[src/rtl/ex_cond_stage_if.sv]
// Bundle of the decode-side, execute-side and hazard-control signals of ex_cond_stage.
// Latency: none (wires only). The producer/consumer modport drives the D fields, StallE/FlushE and ALUFlagsE.
// Backpressure: StallE holds the E slot and FlushE inserts a bubble. SquashCnt exists only with COND_SQUASH_CNT_EN.
interface ex_cond_stage_if #(
    parameter int DATA_WIDTH = 32
`ifdef COND_SQUASH_CNT_EN
    , parameter int CNT_WIDTH = 16
`endif
);
    // hazard control
    logic                  StallE;
    logic                  FlushE;

    // decode-stage controls and operands
    logic                  PCSrcD;
    logic                  RegWriteD;
    logic                  MemWriteD;
    logic                  MemtoRegD;
    logic                  ALUSrcD;
    logic                  BranchD;
    logic [2:0]            ALUControlD;
    logic [1:0]            FlagWriteD;
    logic [1:0]            ImmSrcD;
    logic [3:0]            CondD;
    logic [DATA_WIDTH-1:0] RD1D;
    logic [DATA_WIDTH-1:0] RD2D;
    logic [DATA_WIDTH-1:0] ExtImmD;
    logic [3:0]            WA3D;

    // ALU result flags of the instruction currently in E
    logic [3:0]            ALUFlagsE;

    // execute-stage registered outputs
    logic                  MemtoRegE;
    logic                  ALUSrcE;
    logic [2:0]            ALUControlE;
    logic [1:0]            ImmSrcE;
    logic [DATA_WIDTH-1:0] RD1E;
    logic [DATA_WIDTH-1:0] RD2E;
    logic [DATA_WIDTH-1:0] ExtImmE;
    logic [3:0]            WA3E;
    logic                  ValidE;
    logic                  CondExE;
    logic                  PCSrcGE;
    logic                  RegWriteGE;
    logic                  MemWriteGE;
    logic                  BranchTakenE;
    logic [3:0]            FlagsQ;
`ifdef COND_SQUASH_CNT_EN
    logic [CNT_WIDTH-1:0]  SquashCnt;
`endif

    modport master (
        output StallE, FlushE,
        output PCSrcD, RegWriteD, MemWriteD, MemtoRegD, ALUSrcD, BranchD,
        output ALUControlD, FlagWriteD, ImmSrcD, CondD,
        output RD1D, RD2D, ExtImmD, WA3D, ALUFlagsE,
        input  MemtoRegE, ALUSrcE, ALUControlE, ImmSrcE,
        input  RD1E, RD2E, ExtImmE, WA3E,
        input  ValidE, CondExE, PCSrcGE, RegWriteGE, MemWriteGE, BranchTakenE, FlagsQ
`ifdef COND_SQUASH_CNT_EN
        , input SquashCnt
`endif
    );

    modport slave (
        input  StallE, FlushE,
        input  PCSrcD, RegWriteD, MemWriteD, MemtoRegD, ALUSrcD, BranchD,
        input  ALUControlD, FlagWriteD, ImmSrcD, CondD,
        input  RD1D, RD2D, ExtImmD, WA3D, ALUFlagsE,
        output MemtoRegE, ALUSrcE, ALUControlE, ImmSrcE,
        output RD1E, RD2E, ExtImmE, WA3E,
        output ValidE, CondExE, PCSrcGE, RegWriteGE, MemWriteGE, BranchTakenE, FlagsQ
`ifdef COND_SQUASH_CNT_EN
        , output SquashCnt
`endif
    );
endinterface

[src/rtl/ex_cond_stage.sv]
// Decode-to-execute pipeline register with NZCV flag state and ARM condition evaluation gating EX side effects.
// Latency: D fields appear in E exactly one cycle later; the condition and gated controls are combinational on E regs/FlagsQ.
// Backpressure: StallE freezes the E slot and flag/counter updates; FlushE (wins over StallE) loads a bubble. Optional squash counter: COND_SQUASH_CNT_EN.
module ex_cond_stage #(
    parameter int DATA_WIDTH = 32
`ifdef COND_SQUASH_CNT_EN
    , parameter int CNT_WIDTH = 16
`endif
) (
    input  logic           clk,
    input  logic           rst_n,
    ex_cond_stage_if.slave bus
);

    // ARM condition codes
    localparam logic [3:0] COND_EQ = 4'b0000;
    localparam logic [3:0] COND_NE = 4'b0001;
    localparam logic [3:0] COND_CS = 4'b0010;
    localparam logic [3:0] COND_CC = 4'b0011;
    localparam logic [3:0] COND_MI = 4'b0100;
    localparam logic [3:0] COND_PL = 4'b0101;
    localparam logic [3:0] COND_VS = 4'b0110;
    localparam logic [3:0] COND_VC = 4'b0111;
    localparam logic [3:0] COND_HI = 4'b1000;
    localparam logic [3:0] COND_LS = 4'b1001;
    localparam logic [3:0] COND_GE = 4'b1010;
    localparam logic [3:0] COND_LT = 4'b1011;
    localparam logic [3:0] COND_GT = 4'b1100;
    localparam logic [3:0] COND_LE = 4'b1101;

    // E-stage control registers
    logic                  valid_e;
    logic                  pc_src_e;
    logic                  reg_write_e;
    logic                  mem_write_e;
    logic                  mem_to_reg_e;
    logic                  alu_src_e;
    logic                  branch_e;
    logic [2:0]            alu_control_e;
    logic [1:0]            flag_write_e;
    logic [1:0]            imm_src_e;
    logic [3:0]            cond_e;

    // E-stage datapath registers
    logic [DATA_WIDTH-1:0] rd1_e;
    logic [DATA_WIDTH-1:0] rd2_e;
    logic [DATA_WIDTH-1:0] ext_imm_e;
    logic [3:0]            wa3_e;

    // architectural flags {N,Z,C,V}
    logic [3:0]            flags_q;
    logic                  flag_n;
    logic                  flag_z;
    logic                  flag_c;
    logic                  flag_v;

    logic                  cond_pass;
    logic                  cond_ex;
    logic                  retire;
    logic                  write_nz;
    logic                  write_cv;

    assign flag_n = flags_q[3];
    assign flag_z = flags_q[2];
    assign flag_c = flags_q[1];
    assign flag_v = flags_q[0];

    // Condition check uses the flags as they stand before the coming edge;
    // 1111 has no defined meaning here and is executed like AL.
    always_comb begin
        cond_pass = 1'b1;
        case (cond_e)
            COND_EQ: cond_pass = flag_z;
            COND_NE: cond_pass = !flag_z;
            COND_CS: cond_pass = flag_c;
            COND_CC: cond_pass = !flag_c;
            COND_MI: cond_pass = flag_n;
            COND_PL: cond_pass = !flag_n;
            COND_VS: cond_pass = flag_v;
            COND_VC: cond_pass = !flag_v;
            COND_HI: cond_pass = flag_c && !flag_z;
            COND_LS: cond_pass = !flag_c || flag_z;
            COND_GE: cond_pass = (flag_n == flag_v);
            COND_LT: cond_pass = (flag_n != flag_v);
            COND_GT: cond_pass = !flag_z && (flag_n == flag_v);
            COND_LE: cond_pass = flag_z || (flag_n != flag_v);
            default: cond_pass = 1'b1;
        endcase
    end

    // An empty slot never executes, whatever its stale condition field says.
    assign cond_ex = valid_e && cond_pass;

    // The E instruction leaves the slot on any non-stalled edge; a flush only
    // replaces what comes in from D, so it does not cancel the leaving instruction.
    assign retire   = valid_e && !bus.StallE;
    assign write_nz = retire && cond_pass && flag_write_e[1];
    assign write_cv = retire && cond_pass && flag_write_e[0];

    // E-slot control registers: reset, then bubble, then hold, then load from D.
    always_ff @(posedge clk) begin
        if (!rst_n) begin
            valid_e       <= 1'b0;
            pc_src_e      <= 1'b0;
            reg_write_e   <= 1'b0;
            mem_write_e   <= 1'b0;
            mem_to_reg_e  <= 1'b0;
            alu_src_e     <= 1'b0;
            branch_e      <= 1'b0;
            alu_control_e <= 3'b000;
            flag_write_e  <= 2'b00;
            imm_src_e     <= 2'b00;
            cond_e        <= 4'b0000;
        end else if (bus.FlushE) begin
            valid_e       <= 1'b0;
            pc_src_e      <= 1'b0;
            reg_write_e   <= 1'b0;
            mem_write_e   <= 1'b0;
            mem_to_reg_e  <= 1'b0;
            alu_src_e     <= 1'b0;
            branch_e      <= 1'b0;
            alu_control_e <= 3'b000;
            flag_write_e  <= 2'b00;
            imm_src_e     <= 2'b00;
            cond_e        <= 4'b0000;
        end else if (!bus.StallE) begin
            valid_e       <= 1'b1;
            pc_src_e      <= bus.PCSrcD;
            reg_write_e   <= bus.RegWriteD;
            mem_write_e   <= bus.MemWriteD;
            mem_to_reg_e  <= bus.MemtoRegD;
            alu_src_e     <= bus.ALUSrcD;
            branch_e      <= bus.BranchD;
            alu_control_e <= bus.ALUControlD;
            flag_write_e  <= bus.FlagWriteD;
            imm_src_e     <= bus.ImmSrcD;
            cond_e        <= bus.CondD;
        end
    end

    // E-slot datapath registers; zeroed on a bubble so nothing stale is visible.
    always_ff @(posedge clk) begin
        if (!rst_n || bus.FlushE) begin
            rd1_e     <= '0;
            rd2_e     <= '0;
            ext_imm_e <= '0;
            wa3_e     <= 4'b0000;
        end else if (!bus.StallE) begin
            rd1_e     <= bus.RD1D;
            rd2_e     <= bus.RD2D;
            ext_imm_e <= bus.ExtImmD;
            wa3_e     <= bus.WA3D;
        end
    end

    // Flags are committed by the executing instruction as it leaves E; NZ and CV
    // are updated independently according to its FlagWrite bits.
    always_ff @(posedge clk) begin
        if (!rst_n) begin
            flags_q <= 4'b0000;
        end else begin
            if (write_nz) begin
                flags_q[3:2] <= bus.ALUFlagsE[3:2];
            end
            if (write_cv) begin
                flags_q[1:0] <= bus.ALUFlagsE[1:0];
            end
        end
    end

`ifdef COND_SQUASH_CNT_EN
    logic [CNT_WIDTH-1:0] squash_cnt;

    // Count real instructions discarded by their condition, saturating at all-ones.
    always_ff @(posedge clk) begin
        if (!rst_n) begin
            squash_cnt <= '0;
        end else if (retire && !cond_pass && (squash_cnt != {CNT_WIDTH{1'b1}})) begin
            squash_cnt <= squash_cnt + {{(CNT_WIDTH-1){1'b0}}, 1'b1};
        end
    end

    assign bus.SquashCnt = squash_cnt;
`endif

    assign bus.MemtoRegE    = mem_to_reg_e;
    assign bus.ALUSrcE      = alu_src_e;
    assign bus.ALUControlE  = alu_control_e;
    assign bus.ImmSrcE      = imm_src_e;
    assign bus.RD1E         = rd1_e;
    assign bus.RD2E         = rd2_e;
    assign bus.ExtImmE      = ext_imm_e;
    assign bus.WA3E         = wa3_e;
    assign bus.ValidE       = valid_e;
    assign bus.CondExE      = cond_ex;
    assign bus.PCSrcGE      = pc_src_e && cond_ex;
    assign bus.RegWriteGE   = reg_write_e && cond_ex;
    assign bus.MemWriteGE   = mem_write_e && cond_ex;
    assign bus.BranchTakenE = branch_e && cond_ex;
    assign bus.FlagsQ       = flags_q;

endmodule
[src/flat_wrapper.sv]
// flat-port wrapper written by rule: the top's interface ports become plain ports
module ex_cond_stage_flat 
#(
    parameter int DATA_WIDTH = 32

)
  (clk, rst_n, bus_StallE, bus_FlushE, bus_PCSrcD, bus_RegWriteD, bus_MemWriteD, bus_MemtoRegD, bus_ALUSrcD, bus_BranchD, bus_ALUControlD, bus_FlagWriteD, bus_ImmSrcD, bus_CondD, bus_RD1D, bus_RD2D, bus_ExtImmD, bus_WA3D, bus_ALUFlagsE, bus_MemtoRegE, bus_ALUSrcE, bus_ALUControlE, bus_ImmSrcE, bus_RD1E, bus_RD2E, bus_ExtImmE, bus_WA3E, bus_ValidE, bus_CondExE, bus_PCSrcGE, bus_RegWriteGE, bus_MemWriteGE, bus_BranchTakenE, bus_FlagsQ);
  ex_cond_stage_if #(.DATA_WIDTH(DATA_WIDTH)) bus_i ();
  input  logic clk;
  input  logic rst_n;
  input wire logic [$bits(bus_i.StallE)-1:0] bus_StallE;
  input wire logic [$bits(bus_i.FlushE)-1:0] bus_FlushE;
  input wire logic [$bits(bus_i.PCSrcD)-1:0] bus_PCSrcD;
  input wire logic [$bits(bus_i.RegWriteD)-1:0] bus_RegWriteD;
  input wire logic [$bits(bus_i.MemWriteD)-1:0] bus_MemWriteD;
  input wire logic [$bits(bus_i.MemtoRegD)-1:0] bus_MemtoRegD;
  input wire logic [$bits(bus_i.ALUSrcD)-1:0] bus_ALUSrcD;
  input wire logic [$bits(bus_i.BranchD)-1:0] bus_BranchD;
  input wire logic [$bits(bus_i.ALUControlD)-1:0] bus_ALUControlD;
  input wire logic [$bits(bus_i.FlagWriteD)-1:0] bus_FlagWriteD;
  input wire logic [$bits(bus_i.ImmSrcD)-1:0] bus_ImmSrcD;
  input wire logic [$bits(bus_i.CondD)-1:0] bus_CondD;
  input wire logic [$bits(bus_i.RD1D)-1:0] bus_RD1D;
  input wire logic [$bits(bus_i.RD2D)-1:0] bus_RD2D;
  input wire logic [$bits(bus_i.ExtImmD)-1:0] bus_ExtImmD;
  input wire logic [$bits(bus_i.WA3D)-1:0] bus_WA3D;
  input wire logic [$bits(bus_i.ALUFlagsE)-1:0] bus_ALUFlagsE;
  output wire logic [$bits(bus_i.MemtoRegE)-1:0] bus_MemtoRegE;
  output wire logic [$bits(bus_i.ALUSrcE)-1:0] bus_ALUSrcE;
  output wire logic [$bits(bus_i.ALUControlE)-1:0] bus_ALUControlE;
  output wire logic [$bits(bus_i.ImmSrcE)-1:0] bus_ImmSrcE;
  output wire logic [$bits(bus_i.RD1E)-1:0] bus_RD1E;
  output wire logic [$bits(bus_i.RD2E)-1:0] bus_RD2E;
  output wire logic [$bits(bus_i.ExtImmE)-1:0] bus_ExtImmE;
  output wire logic [$bits(bus_i.WA3E)-1:0] bus_WA3E;
  output wire logic [$bits(bus_i.ValidE)-1:0] bus_ValidE;
  output wire logic [$bits(bus_i.CondExE)-1:0] bus_CondExE;
  output wire logic [$bits(bus_i.PCSrcGE)-1:0] bus_PCSrcGE;
  output wire logic [$bits(bus_i.RegWriteGE)-1:0] bus_RegWriteGE;
  output wire logic [$bits(bus_i.MemWriteGE)-1:0] bus_MemWriteGE;
  output wire logic [$bits(bus_i.BranchTakenE)-1:0] bus_BranchTakenE;
  output wire logic [$bits(bus_i.FlagsQ)-1:0] bus_FlagsQ;
  assign bus_i.StallE = bus_StallE;
  assign bus_i.FlushE = bus_FlushE;
  assign bus_i.PCSrcD = bus_PCSrcD;
  assign bus_i.RegWriteD = bus_RegWriteD;
  assign bus_i.MemWriteD = bus_MemWriteD;
  assign bus_i.MemtoRegD = bus_MemtoRegD;
  assign bus_i.ALUSrcD = bus_ALUSrcD;
  assign bus_i.BranchD = bus_BranchD;
  assign bus_i.ALUControlD = bus_ALUControlD;
  assign bus_i.FlagWriteD = bus_FlagWriteD;
  assign bus_i.ImmSrcD = bus_ImmSrcD;
  assign bus_i.CondD = bus_CondD;
  assign bus_i.RD1D = bus_RD1D;
  assign bus_i.RD2D = bus_RD2D;
  assign bus_i.ExtImmD = bus_ExtImmD;
  assign bus_i.WA3D = bus_WA3D;
  assign bus_i.ALUFlagsE = bus_ALUFlagsE;
  assign bus_MemtoRegE = bus_i.MemtoRegE;
  assign bus_ALUSrcE = bus_i.ALUSrcE;
  assign bus_ALUControlE = bus_i.ALUControlE;
  assign bus_ImmSrcE = bus_i.ImmSrcE;
  assign bus_RD1E = bus_i.RD1E;
  assign bus_RD2E = bus_i.RD2E;
  assign bus_ExtImmE = bus_i.ExtImmE;
  assign bus_WA3E = bus_i.WA3E;
  assign bus_ValidE = bus_i.ValidE;
  assign bus_CondExE = bus_i.CondExE;
  assign bus_PCSrcGE = bus_i.PCSrcGE;
  assign bus_RegWriteGE = bus_i.RegWriteGE;
  assign bus_MemWriteGE = bus_i.MemWriteGE;
  assign bus_BranchTakenE = bus_i.BranchTakenE;
  assign bus_FlagsQ = bus_i.FlagsQ;
  ex_cond_stage #(.DATA_WIDTH(DATA_WIDTH)) u_core (.clk(clk), .rst_n(rst_n), .bus(bus_i));
endmodule
[config.mk]
export PLATFORM = sky130hd
export DESIGN_NAME = ex_cond_stage_flat
export DESIGN_NICKNAME = d
export VERILOG_FILES = /design/src/rtl/ex_cond_stage_if.sv /design/src/rtl/ex_cond_stage.sv /design/src/flat_wrapper.sv
export SDC_FILE = /design/constraint.sdc
export NUM_CORES = 1
export LEC_CHECK = 0
export ABC_AREA = 1
export CAP_MARGIN = 20
export CORE_ASPECT_RATIO = 2
export CORE_UTILIZATION = 42
export DETAILED_ROUTE_END_ITERATION = 12
export GPL_TIMING_DRIVEN = 0
export PLACE_DENSITY_LB_ADDON = 0.12
export SLEW_MARGIN = 20
export SYNTH_ARGS = -nofsm -noshare
export SYNTH_HDL_FRONTEND = slang
export SYNTH_SLANG_ARGS = --single-unit
[constraint.sdc]
create_clock -name clk -period 3.8 [get_ports clk]
set_clock_uncertainty 0.15 [all_clocks]
set_input_delay 0.57 -clock clk [delete_from_list [all_inputs] [get_ports clk]]
set_output_delay 0.57 -clock clk [all_outputs]
set_load 0.02 [all_outputs]
# == After elaboration in Yosys (flattened, before gate mapping) ==
# Cells that the tools add are included.
# word_totals
out_inout_bits,117
memories,0
mem_bits_rw,0
ff_bits,122
rom_bits,0
wordCells,56
input_bits,125
latchBits,0
# classes
n_mul,0
n_eq_ne,15
reduce_logical,22
n_mux,1
bitwise_logic,1
n_addsub,0
order_cmp,0
n_shift,0
n_div,0
# ops
op,n
4-bit equality test (second input constant),6
4-bit by 3-bit equality test with 1-bit output (second input constant),4
1-bit case mux with 14 select lines,1
1-bit logical AND,11
4-bit by 2-bit equality test with 1-bit output (second input constant),2
1-bit zero test,6
4-bit by 1-bit equality test with 1-bit output (second input constant),1
4-bit zero test,1
1-bit logical OR,3
2-bit OR reduction,1
1-bit equality test,1
1-bit != test,1
1-bit inverter,1

# == Longest topological paths before layout ==
# Gate-level depths: netlist of run 1.
# logic_depth
word_depth,5
ltp_mapped,12
mapped_depth_nobuf,12

# == Worst setup path before layout of run 1 ==
# No wires, ideal clock.
# synth_timing
path_type,flip-flop to output port
from,register u_core.flags_q[0] (netlist: u_core.bus.FlagsQ[0])
to,output bus_BranchTakenE
n_path_buf,0
required_time_ns,3.080
arrival_ns,1.436
path_slack_ns,1.644
path_stages_with_launch,9
cell_sequence,dfxtp_1 inv_1 nand2_1 nand3_1 a21oi_1 nor2_1 nand2_2 nand2_1 nor2_1
# synth_via
elab_chain_cells,5
elab_cells_between_ends,8
classes_between,eq/ne (2); mux (1); reduce/logical (5)
# synth_rtl
item,line_no,rtl
from (decl),ex_cond_stage.sv:51,logic [3:0] flags_q;
from (signal assigned),ex_cond_stage.sv:166,flags_q[1:0] <= bus.ALUFlagsE[1:0];
1-bit != test or 1-bit equality test (tied branches),n/a,
1-bit logical OR or 1-bit logical AND (tied branches),"ex_cond_stage.sv:86, ex_cond_stage.sv:85",
1-bit case mux with 14 select lines (*),ex_cond_stage.sv:72,case (cond_e)
1-bit logical AND (*),ex_cond_stage.sv:92,assign cond_ex = valid_e && cond_pass;
1-bit logical AND (*),ex_cond_stage.sv:199,assign bus.BranchTakenE = branch_e && cond_ex;
to (decl),flat_wrapper.sv:41,output wire logic [$bits(bus_i.BranchTakenE)-1:0] bus_BranchTakenE;
# Every way passes the cells marked *; elsewhere a longest branch is shown, timed or not.

# == Final worst setup path of run 1 ==
# layout_timing
from,register u_core.cond_e[1]
to,output bus_MemWriteGE
# layout_via
elab_chain_cells,4
elab_cells_between_ends,17
classes_between,eq/ne (13); mux (1); reduce/logical (3)
# layout_rtl
item,line_no,rtl
from (decl),ex_cond_stage.sv:42,logic [3:0] cond_e;
from (signal assigned),ex_cond_stage.sv:137,cond_e <= bus.CondD;
4-bit equality test (tied with other cells),ex_cond_stage.sv:72,
1-bit case mux with 14 select lines (*),ex_cond_stage.sv:72,
1-bit logical AND (*),ex_cond_stage.sv:92,
1-bit logical AND (*),ex_cond_stage.sv:198,assign bus.MemWriteGE = mem_write_e && cond_ex;
to (decl),flat_wrapper.sv:40,output wire logic [$bits(bus_i.MemWriteGE)-1:0] bus_MemWriteGE;
# Marks and branches as above.

==> run_results.csv, run 1 <==
group,metric,value,unit
timing,hold_viol_final,0,
die,die_x,74.6,um
synthesis,post_synth_num_cell_types,14,
timing,fmax,0.320,GHz
clock_network,cts_hold_buf,0,
die,io_pins,242,
route,first_iter_violations,197,
placed_design,gp_congestion,0.891,
synthesis,yosysTopAreaCellShare,0.551,
cells_and_area,mostFrequentLayoutCell,"nand2_1",
clock_network,cts_htree_levels,4,
timing,drv_slew,0,
route,avgRoutedWirePerCell,14.3,um
timing,tns,0,ns
synthesis,synth-compound-area-share,0.141,
clock_network,cts_tree,"built",
route,ant_nets,0,
synthesis,yosys_register_bits,122,
timing,setup_viol,0,
synthesis,ys_top_cells_by_area,"dfxtp_1 55%, nand2_1 21%, a21oi_1 13%",
placed_design,dpl_worst_slack,1.14,ns
worst_setup_path,cp_max_fo,7,
route,wl,14.3,mm
global_route,grt_usage,0.263,
worst_setup_path,crit_arrival,2.41,ns
placed_design,io_buffers,240,
global_route,grt_pass1_wl,22.1,mm
clock_network,insertion_delay,0.40,ns
cells_and_area,final_cell_mix,"249 x nand2_1, 240 x clkdlybuf4s50_1, 122 x dfxtp_1",
die,start_util,0.434,
global_route,grt_max_degree,17,
worst_setup_path,setup.worst_path.class,"flip-flop to output port",
synthesis,synth_xor_area_frac,0,
cells_and_area,antenna_cells,0,
synthesis,synth_top_family_by_area,"simple AND/OR/NAND/NOR gates",
synthesis,syn-cell-area,0.00443,mm^2
synthesis,yosys.area_share.simple,0.252,
global_route,grt_antenna_before_repair,0,
clock_network,clkSlewWorstSetupHoldPaths,0.06,ns
worst_setup_path,worstSetupStartpointType,"flip-flop",
clock_network,cts.sink_count,122,
pwr,power_density,423,mW/mm^2
worst_setup_path,crit_required,3.08,ns
global_route,grt_overflow_total,0,
route,vias,4857,
cells_and_area,drive_gt1_frac,0.0496,
clock_network,cts_made_buffers,17,
pwr,vdd_drop_max,0.419,mV
clock_network,cts_max_path_buffers,2,
route,viasPerCell,4.85,
global_route,grt_pass1_vias,4850,
status,status,"completed",
route,firstDrtPassIters,5,
synthesis,ys_seq_area_frac,0.551,
clock_network,post_cts_resized,0,
pwr,power.leakage,2.87,nW
placed_design,hpwl,10.9,mm
die,die-area,0.0110,mm^2
die,die_y,147,um
die,design.core.area,0.0102,mm^2
flow_run,maxCapViolCount,0,
synthesis,yosys_warnings,0,
clock_network,post_cts.repair.setup_buffers,0,
route,route.detailed.drc,0,
synthesis,syn_inst,595,
worst_setup_path,crit_path_end_kind,"output port",
cells_and_area,area_delta_synth_final,70.2,%
timing,rsz0062_at_grt,"false",
clock_network,clockRootBuffer,"clkbuf_16",
timing,period_share,0.823,
synthesis,avgSynthCellArea,7.45,um^2
synthesis,synth_nets,720,
worst_hold_path,hp-class,"input port to flip-flop",
cells_and_area,nets,979,
synthesis,synthMuxAreaShare,0,
timing,slew_headroom,0.678,
timing,period_minus_slack,3.13,ns
synthesis,yosysTopAreaCell,"dfxtp_1",
timing,setup_ws,0.672,ns
timing,max_slew.worst_pin.slew,0.483,ns
synthesis,synthAdderAreaFrac,0,
die,fp-row-count,52,
[power breakdown]
part           internal [mW]  switching (mW)  total (mW)
combinational          0.212           0.187       0.398
clock                  0.892           0.557        1.45
sequential              1.32          0.0234        1.34
[worst paths after layout]
| kind | startpoint | to | slack, ns | cells past startpoint |
|---|---|---|---|---|
| worst max-delay path | u_core.cond_e[1] | bus_MemWriteGE | 0.67 | 11 |
| worst min-delay path | rst_n | u_core.bus.FlagsQ[3] | 0.30 | 3 |
| worst max register to register | u_core.cond_e[1] | u_core.bus.FlagsQ[0] | 2.14 | 11 |
| worst min register to register | u_core.bus.RD2E[26] | u_core.bus.RD2E[26] | 0.31 | 2 |
[area by class of cell]
type                    count  area [um^2]
fillers                   819         2670
flip-flops and latches    122         2440
repair buffers            240         2400
multi-input cells         410         1740
clock buffers              20          437
well taps                 135          169
plain buffers              38          154
clock inverters            12          103
inverters                  25         93.8
[Yosys cell counts]
| library cell | n |
|---|---|
| nand2_1 | 249 |
| dfxtp_1 | 122 |
| a21oi_1 | 113 |
| nor2_1 | 27 |
| clkbuf_1 | 23 |
| inv_1 | 23 |
| buf_2 | 9 |
| a211oi_1 | 8 |
| buf_1 | 6 |
| nand3_1 | 6 |
| nand4_1 | 4 |
| inv_2 | 2 |
| nand3_2 | 2 |
| nand2_2 | 1 |
[cells by family after synthesis]
group	count (synthesis)
compound gates	121
simple gates	289
flops	122
buf+inv	63
[sequential cells by signal (all words and copies together) (netlist names), 2 cells and up]
| name | cells |
|---|---|
| u_core.bus.ImmSrcE | 2 |
| u_core.bus.WA3E | 4 |
| u_core.bus.FlagsQ | 4 |
| u_core.cond_e | 4 |
| u_core.bus.ExtImmE | 32 |
| u_core.flag_write_e | 2 |
| u_core.bus.RD2E | 32 |
| u_core.bus.ALUControlE | 3 |
| u_core.bus.RD1E | 32 |
[critical path, cell delays in order, from the launching register on]
cell	delay, ns
dfxtp_1	0.48
inv_2	0.10
nand2_1	0.08
nand2_1	0.07
nand2_1	0.06
nand2_1	0.05
nor2_1	0.08
nor2_1	0.06
nand2_2	0.14
nand2_1	0.15
nor2_1	0.12
clkdlybuf4s50_1	0.62
[per-stage QoR]
step	power (mW)	util	instances	cell area [um^2]	hold WS (ns)
5_1_grt	3.32	0.738	1002	7540	0.313
6_report	3.19	0.738	1002	7540	0.297
3_3_place_gp	1.76	0.686	970	7000	0.294
2_1_floorplan	1.53	-	595	4430	0.291
3_5_place_dp	1.77	0.686	970	7000	0.303
4_1_cts	3.22	0.738	1002	7540	0.288
[routing by layer]
layer | track usage | up-vias | wire length, um
li1 | - | 2411 | -
met5 | 0 | - | 0
met4 | 0.129 | 0 | 502
met3 | 0.0940 | 32 | 1160
met1 | 0.233 | 2193 | 4760
met2 | 0.494 | 221 | 7930
No activity file was read; power rests on OpenSTA's default activity.
==> inputs of run 2 (changes only) <==
--- a/config.mk
+++ b/config.mk
@@ -8,7 +8,7 @@
 export ABC_AREA = 1
 export CAP_MARGIN = 20
 export CORE_ASPECT_RATIO = 2
-export CORE_UTILIZATION = 42
+export CORE_UTILIZATION = 39
 export DETAILED_ROUTE_END_ITERATION = 12
 export GPL_TIMING_DRIVEN = 0
 export PLACE_DENSITY_LB_ADDON = 0.12
==> constraint.sdc (replaced) <==
create_clock -name clk -period 3.03 [get_ports clk]
set_clock_uncertainty 0.15 [all_clocks]
set_input_delay 0.4545 -clock clk [delete_from_list [all_inputs] [get_ports clk]]
set_output_delay 0.4545 -clock clk [all_outputs]
set_load 0.02 [all_outputs]
==> run 2 against run 1 <==
  * Non-clock buffer count unchanged
  * Global-route usage down 1.9 points
  * Sequential share of layout area down 0.31 points
  * Cell area up 1.1%
  * Sequential power up 26%
  * Utilization down 4.6 points
==> run_results.csv, run 2 (same netlist as run 1, synthesis figures left out) <==
group,metric,value,unit
route,route.detailed.drc,0,
route,ant_nets,0,
clock_network,cts_made_buffers,17,
placed_design,place_area,0.00701,mm^2
timing,period_minus_slack,2.65,ns
clock_network,clockRootBuffer,"clkbuf_16",
placed_design,io_buffers,240,
status,status,"completed",
timing,rsz0062_at_grt,"false",
die,fp-row-count,54,
timing,tns,0,ns
route,vias,4815,
worst_setup_path,crit_required,2.43,ns
timing,slew_headroom,0.672,
timing,drv_slew,0,
worst_setup_path,crit_arrival,2.05,ns
global_route,grt_overflow_total,0,
clock_network,insertion_delay,0.41,ns
die,die_x,77.4,um
global_route,grt_antenna_before_repair,0,
die,die-area,0.0118,mm^2
die,die_y,153,um
clock_network,cts_tree,"built",
clock_network,cts_htree_levels,4,
flow_run,maxCapViolCount,0,
worst_setup_path,crit_path_end_kind,"output port",
cells_and_area,post-route-cell-area,0.00762,mm^2
global_route,grt_max_degree,17,
worst_hold_path,hp-class,"input port to flip-flop",
clock_network,post_cts_resized,1,
global_route,grt_usage,0.245,
clock_network,post_cts.repair.setup_buffers,0,
route,firstDrtPassIters,4,
pwr,power.leakage,2.99,nW
placed_design,hpwl,10.7,mm
timing,hold_viol_final,0,
clock_network,cts_hold_buf,0,
worst_setup_path,worstSetupStartpointType,"flip-flop",
timing,period_share,0.876,
cells_and_area,final_util,0.692,
cells_and_area,nets,979,
cells_and_area,final_cell_mix,"249 x nand2_1, 235 x clkdlybuf4s50_1, 120 x dfxtp_1",
die,start_util,0.403,
placed_design,gp_congestion,0.915,
clock_network,cts.sink_count,122,
timing,setup_viol,0,
global_route,grt_pass1_wl,22.9,mm
route,wl,14.1,mm
pwr,vdd_drop_max,0.391,mV
cells_and_area,drive_gt1_frac,0.0542,
worst_setup_path,cp_max_fo,7,
route,viasPerCell,4.78,
die,io_pins,242,
pwr,power_density,553,mW/mm^2
clock_network,cts_max_path_buffers,2,
global_route,grt_pass1_vias,4825,
cells_and_area,fillers,896,
die,design.core.area,0.0110,mm^2
route,avgRoutedWirePerCell,14.0,um
route,first_iter_violations,183,
cells_and_area,area_delta_synth_final,72.0,%
cells_and_area,antenna_cells,0,
timing,fmax,0.377,GHz
cells_and_area,mostFrequentLayoutCell,"nand2_1",
timing,max_slew.worst_pin.slew,0.491,ns
clock_network,clkSlewWorstSetupHoldPaths,0.06,ns
worst_setup_path,setup.worst_path.class,"flip-flop to output port",
-- run 2: changes by cell type in the layout (fill, tap and decap cells not counted), moves of 3 or more --
cell / delta
clkinvlp_4: -3
dlymetal6s2s_1: +4
clkdlybuf4s50_1: -5
clkinv_4: +4
-- run 2: layer usage --
| metal | wire length (um) | GRT usage | part of all wire |
|---|---|---|---|
| met1 | 5030 | 0.232 | 0.36 |
| met2 | 7700 | 0.466 | 0.55 |
| met3 | 992 | 0.0772 | 0.070 |
| met4 | 371 | 0.107 | 0.026 |
| met5 | 0 | 0 | 0 |
-- run 2: path summary, 6_finish.rpt --
path,from,endpoint,slack [ns],depth (start not counted)
setup / recovery,u_core.cond_e[2],bus_MemWriteGE,0.38,9
hold / removal,rst_n,u_core.bus.FlagsQ[1],0.19,3
setup reg to reg,u_core.cond_e[2],u_core.bus.FlagsQ[0],1.46,11
hold reg to reg,u_core.bus.RD2E[26],u_core.bus.RD2E[26],0.31,2
-- run 2: where the power goes --
part	internal (mW)	switching (mW)	leakage (nW)	total, mW
registers	1.66	0.0289	0.995	1.69
clock network	1.30	0.736	0.294	2.03
logic	0.265	0.232	1.70	0.497
total	3.22	0.997	2.99	4.22
-- run 2: per-stage QoR --
step / total power, mW / instances / hold slack, ns / setup slack, ns
after floorplan: 1.92 / 595 / 0.291 / 0.989
after global placement: 2.21 / 975 / 0.293 / 0.491
after detailed placement: 2.22 / 975 / 0.297 / 0.481
after CTS: 4.26 / 1007 / 0.176 / 0.00373
after global routing: 4.39 / 1007 / 0.217 / 0.172
final: 4.22 / 1007 / 0.187 / 0.376
-- run 2: layout make-up --
class                   count  area [um^2]  share of cell area
flip-flops and latches    122         2440               0.321
repair buffers            240         2410               0.316
multi-input cells         410         1740               0.229
clock buffers              18          429              0.0563
well taps                 140          175              0.0230
clock inverters            14          174              0.0228
plain buffers              38          154              0.0202
inverters                  25         93.8              0.0123
-- run 2: worst max-delay path: stages, from the launching register on --
cell,delay (ns)
dfxtp_1,0.43
nand2_1,0.10
inv_1,0.08
nand3_1,0.09
a21oi_1,0.13
nor2_1,0.07
nand2_2,0.14
nand2_1,0.15
nor2_1,0.11
dlygate4sd2_1,0.35
==> inputs of run 3 (changes only) <==
--- a/config.mk
+++ b/config.mk
@@ -8,7 +8,7 @@
 export ABC_AREA = 1
 export CAP_MARGIN = 20
 export CORE_ASPECT_RATIO = 2
-export CORE_UTILIZATION = 39
+export CORE_UTILIZATION = 35
 export DETAILED_ROUTE_END_ITERATION = 12
 export GPL_TIMING_DRIVEN = 0
 export PLACE_DENSITY_LB_ADDON = 0.12
==> constraint.sdc (replaced) <==
create_clock -name clk -period 2.3 [get_ports clk]
set_clock_uncertainty 0.15 [all_clocks]
set_input_delay 0.345 -clock clk [delete_from_list [all_inputs] [get_ports clk]]
set_output_delay 0.345 -clock clk [all_outputs]
set_load 0.02 [all_outputs]
==> run 3 against run 2 <==
  * Die area rose by 11%
  * Global-route usage down 2.4 points
  * Sequential power increased by 31%
  * Via count shrank 1.3%
  * Power grew 40%
  * Utilization fell by 6.4 points
  * Highest routed layer unchanged
  * Worst hold slack lost 0.11 ns
  * Largest cell class unchanged
  * Combinational power rose by 33%
  * Sequential share of layout area shrank 0.20 points
  * Critical path type unchanged
  * Non-clock buffer count is 1 higher
  * Clock power increased by 49%
==> run_results.csv, run 3 (same netlist as run 1, synthesis figures left out) <==
group,metric,value,unit
status,status,"completed",
timing,slew_headroom,0.658,
timing,max_slew.worst_pin.slew,0.513,ns
route,first_iter_violations,177,
timing,whs,0.0730,ns
pwr,p_clk_frac,0.512,
clock_network,cts_made_buffers,17,
timing,setup_viol,0,
cells_and_area,final_cell_mix,"248 x nand2_1, 235 x clkdlybuf4s50_1, 114 x dfxtp_1",
cells_and_area,nets,980,
route,firstDrtPassIters,4,
global_route,grt_overflow_total,0,
worst_setup_path,cp_common_cell,"nand2_1",
cells_and_area,mostFrequentLayoutCell,"nand2_1",
clock_network,cts_max_path_buffers,2,
die,die_x,81.6,um
timing,drv_slew,0,
die,start_util,0.361,
clock_network,clkSlewWorstSetupHoldPaths,0.06,ns
route,route.detailed.drc,0,
global_route,grt_usage,0.221,
route,wl,14.3,mm
placed_design,io_buffers,240,
placed_design,gp_congestion,0.872,
worst_setup_path,crit_arrival,1.66,ns
pwr,power_density,765,mW/mm^2
die,io_pins,242,
timing,hold_viol_final,0,
route,viasPerCell,4.68,
global_route,grt_pass1_wl,22.0,mm
worst_setup_path,crit_path_end_kind,"output port",
clock_network,insertion_delay,0.40,ns
clock_network,cts_tree,"built",
cells_and_area,multiInputGateArea,0.00175,mm^2
cells_and_area,fillers,1099,
placed_design,place_area,0.00702,mm^2
clock_network,clockRootBuffer,"clkbuf_16",
timing,fmax,0.464,GHz
global_route,grt_max_degree,17,
worst_setup_path,cp_max_fo,7,
flow_run,maxCapViolCount,0,
pwr,pwr-share-comb,0.112,
route,ant_nets,0,
timing,period_minus_slack,2.16,ns
pwr,power_frac_seq,0.376,
pwr,swShare,0.217,
worst_setup_path,path_cells,"inv_2, nand2_1, nand2_1, nand2_1, nand2_1, nor2_1, nor2_2, nand2_2, nand2_4, nor2_1, buf_4",
die,design.core.area,0.0123,mm^2
worst_setup_path,crit_required,1.80,ns
pwr,power.leakage,2.97,nW
pwr,p_int,4.62,mW
cells_and_area,drive_gt1_frac,0.0703,
pwr,vdd_drop_max,0.654,mV
cells_and_area,area_delta_synth_final,74.0,%
die,fp-row-count,57,
placed_design,hpwl,11.0,mm
worst_hold_path,hp-class,"input port to flip-flop",
worst_setup_path,worstSetupStartpointType,"flip-flop",
clock_network,cts_htree_levels,4,
cells_and_area,post-route-cell-area,0.00771,mm^2
die,die_y,161,um
cells_and_area,antenna_cells,0,
global_route,grt_antenna_before_repair,0,
timing,rsz0062_at_grt,"true",
worst_setup_path,slowest_stage,"dfxtp_4",
global_route,grt_pass1_vias,4821,
route,vias,4754,
cells_and_area,seqCellArea,0.00246,mm^2
timing,period_share,0.938,
die,die-area,0.0131,mm^2
worst_setup_path,slowest_delay,0.38,ns
route,avgRoutedWirePerCell,14.1,um
pwr,p_switching,1.28,mW
worst_setup_path,setup.worst_path.class,"flip-flop to output port",
clock_network,cts.sink_count,122,
[run 3: worst paths after layout]
check	startpoint	end	slack [ns]	cells after the start
worst max register to register	u_core.cond_e[1]	u_core.bus.FlagsQ[2]	0.72	13
worst max-delay path	u_core.cond_e[1]	bus_RegWriteGE	0.14	11
worst min-delay path	rst_n	u_core.bus.FlagsQ[3]	0.07	3
worst min register to register	u_core.bus.ExtImmE[23]	u_core.bus.ExtImmE[23]	0.31	2
[run 3: final cells by class]
cell class / instances / area share
plain buffers: 38 / 0.0200
clock buffers: 20 / 0.0592
clock inverters: 12 / 0.0284
inverters: 25 / 0.0122
multi-input cells: 410 / 0.227
flip-flops and latches: 122 / 0.319
well taps: 147 / 0.0238
repair buffers: 241 / 0.311
[run 3: worst max-delay path: cells and delay by family, from the launching register on]
family | cells | cell delay [ns]
buffers and inverters | 2 | 0.22
DFF | 1 | 0.38
and+or+nand+nor | 9 | 0.66
[run 3: metrics by stage]
| step | setup WS [ns] | power (mW) | TNS, ns | instances | utilization |
|---|---|---|---|---|---|
| after global routing | -0.00284 | 6.11 | -0.00284 | 1015 | 0.629 |
| after global placement | -0.146 | 2.91 | -0.639 | 982 | 0.572 |
| final | 0.143 | 5.90 | 0 | 1015 | 0.629 |
| after floorplan | 0.369 | 2.52 | 0 | 595 | - |
| after CTS | 0.00593 | 5.97 | 0 | 1015 | 0.630 |
| after detailed placement | -0.165 | 2.92 | -0.709 | 982 | 0.572 |
[run 3: timing repair]
action | in CTS | in global routing
setup buffers | 1 | 0
hold buffers | 0 | 0
endpoints found under the hold margin | 0 | 0
setup endpoints to repair | 5 | 5
resized for setup | 24 | 12
pin swaps | 1 | 0
[run 3: layer usage]
metal | GRT usage | vias to the layer above | wire length (um)
li1 | - | 2414 | -
met1 | 0.198 | 2124 | 4980
met2 | 0.412 | 189 | 7720
met3 | 0.0734 | 27 | 1170
met4 | 0.119 | 0 | 455
met5 | 0 | - | 0
[run 3: power groups by stage]
stage / Sequential [mW] / Combinational (mW) / Clock, mW
6_report: 2.22 / 0.660 / 3.02
5_1_grt: 2.23 / 0.715 / 3.17
4_1_cts: 2.22 / 0.669 / 3.08
3_5_place_dp: 2.26 / 0.661 / 0
3_3_place_gp: 2.26 / 0.654 / 0
2_1_floorplan: 2.33 / 0.190 / 0
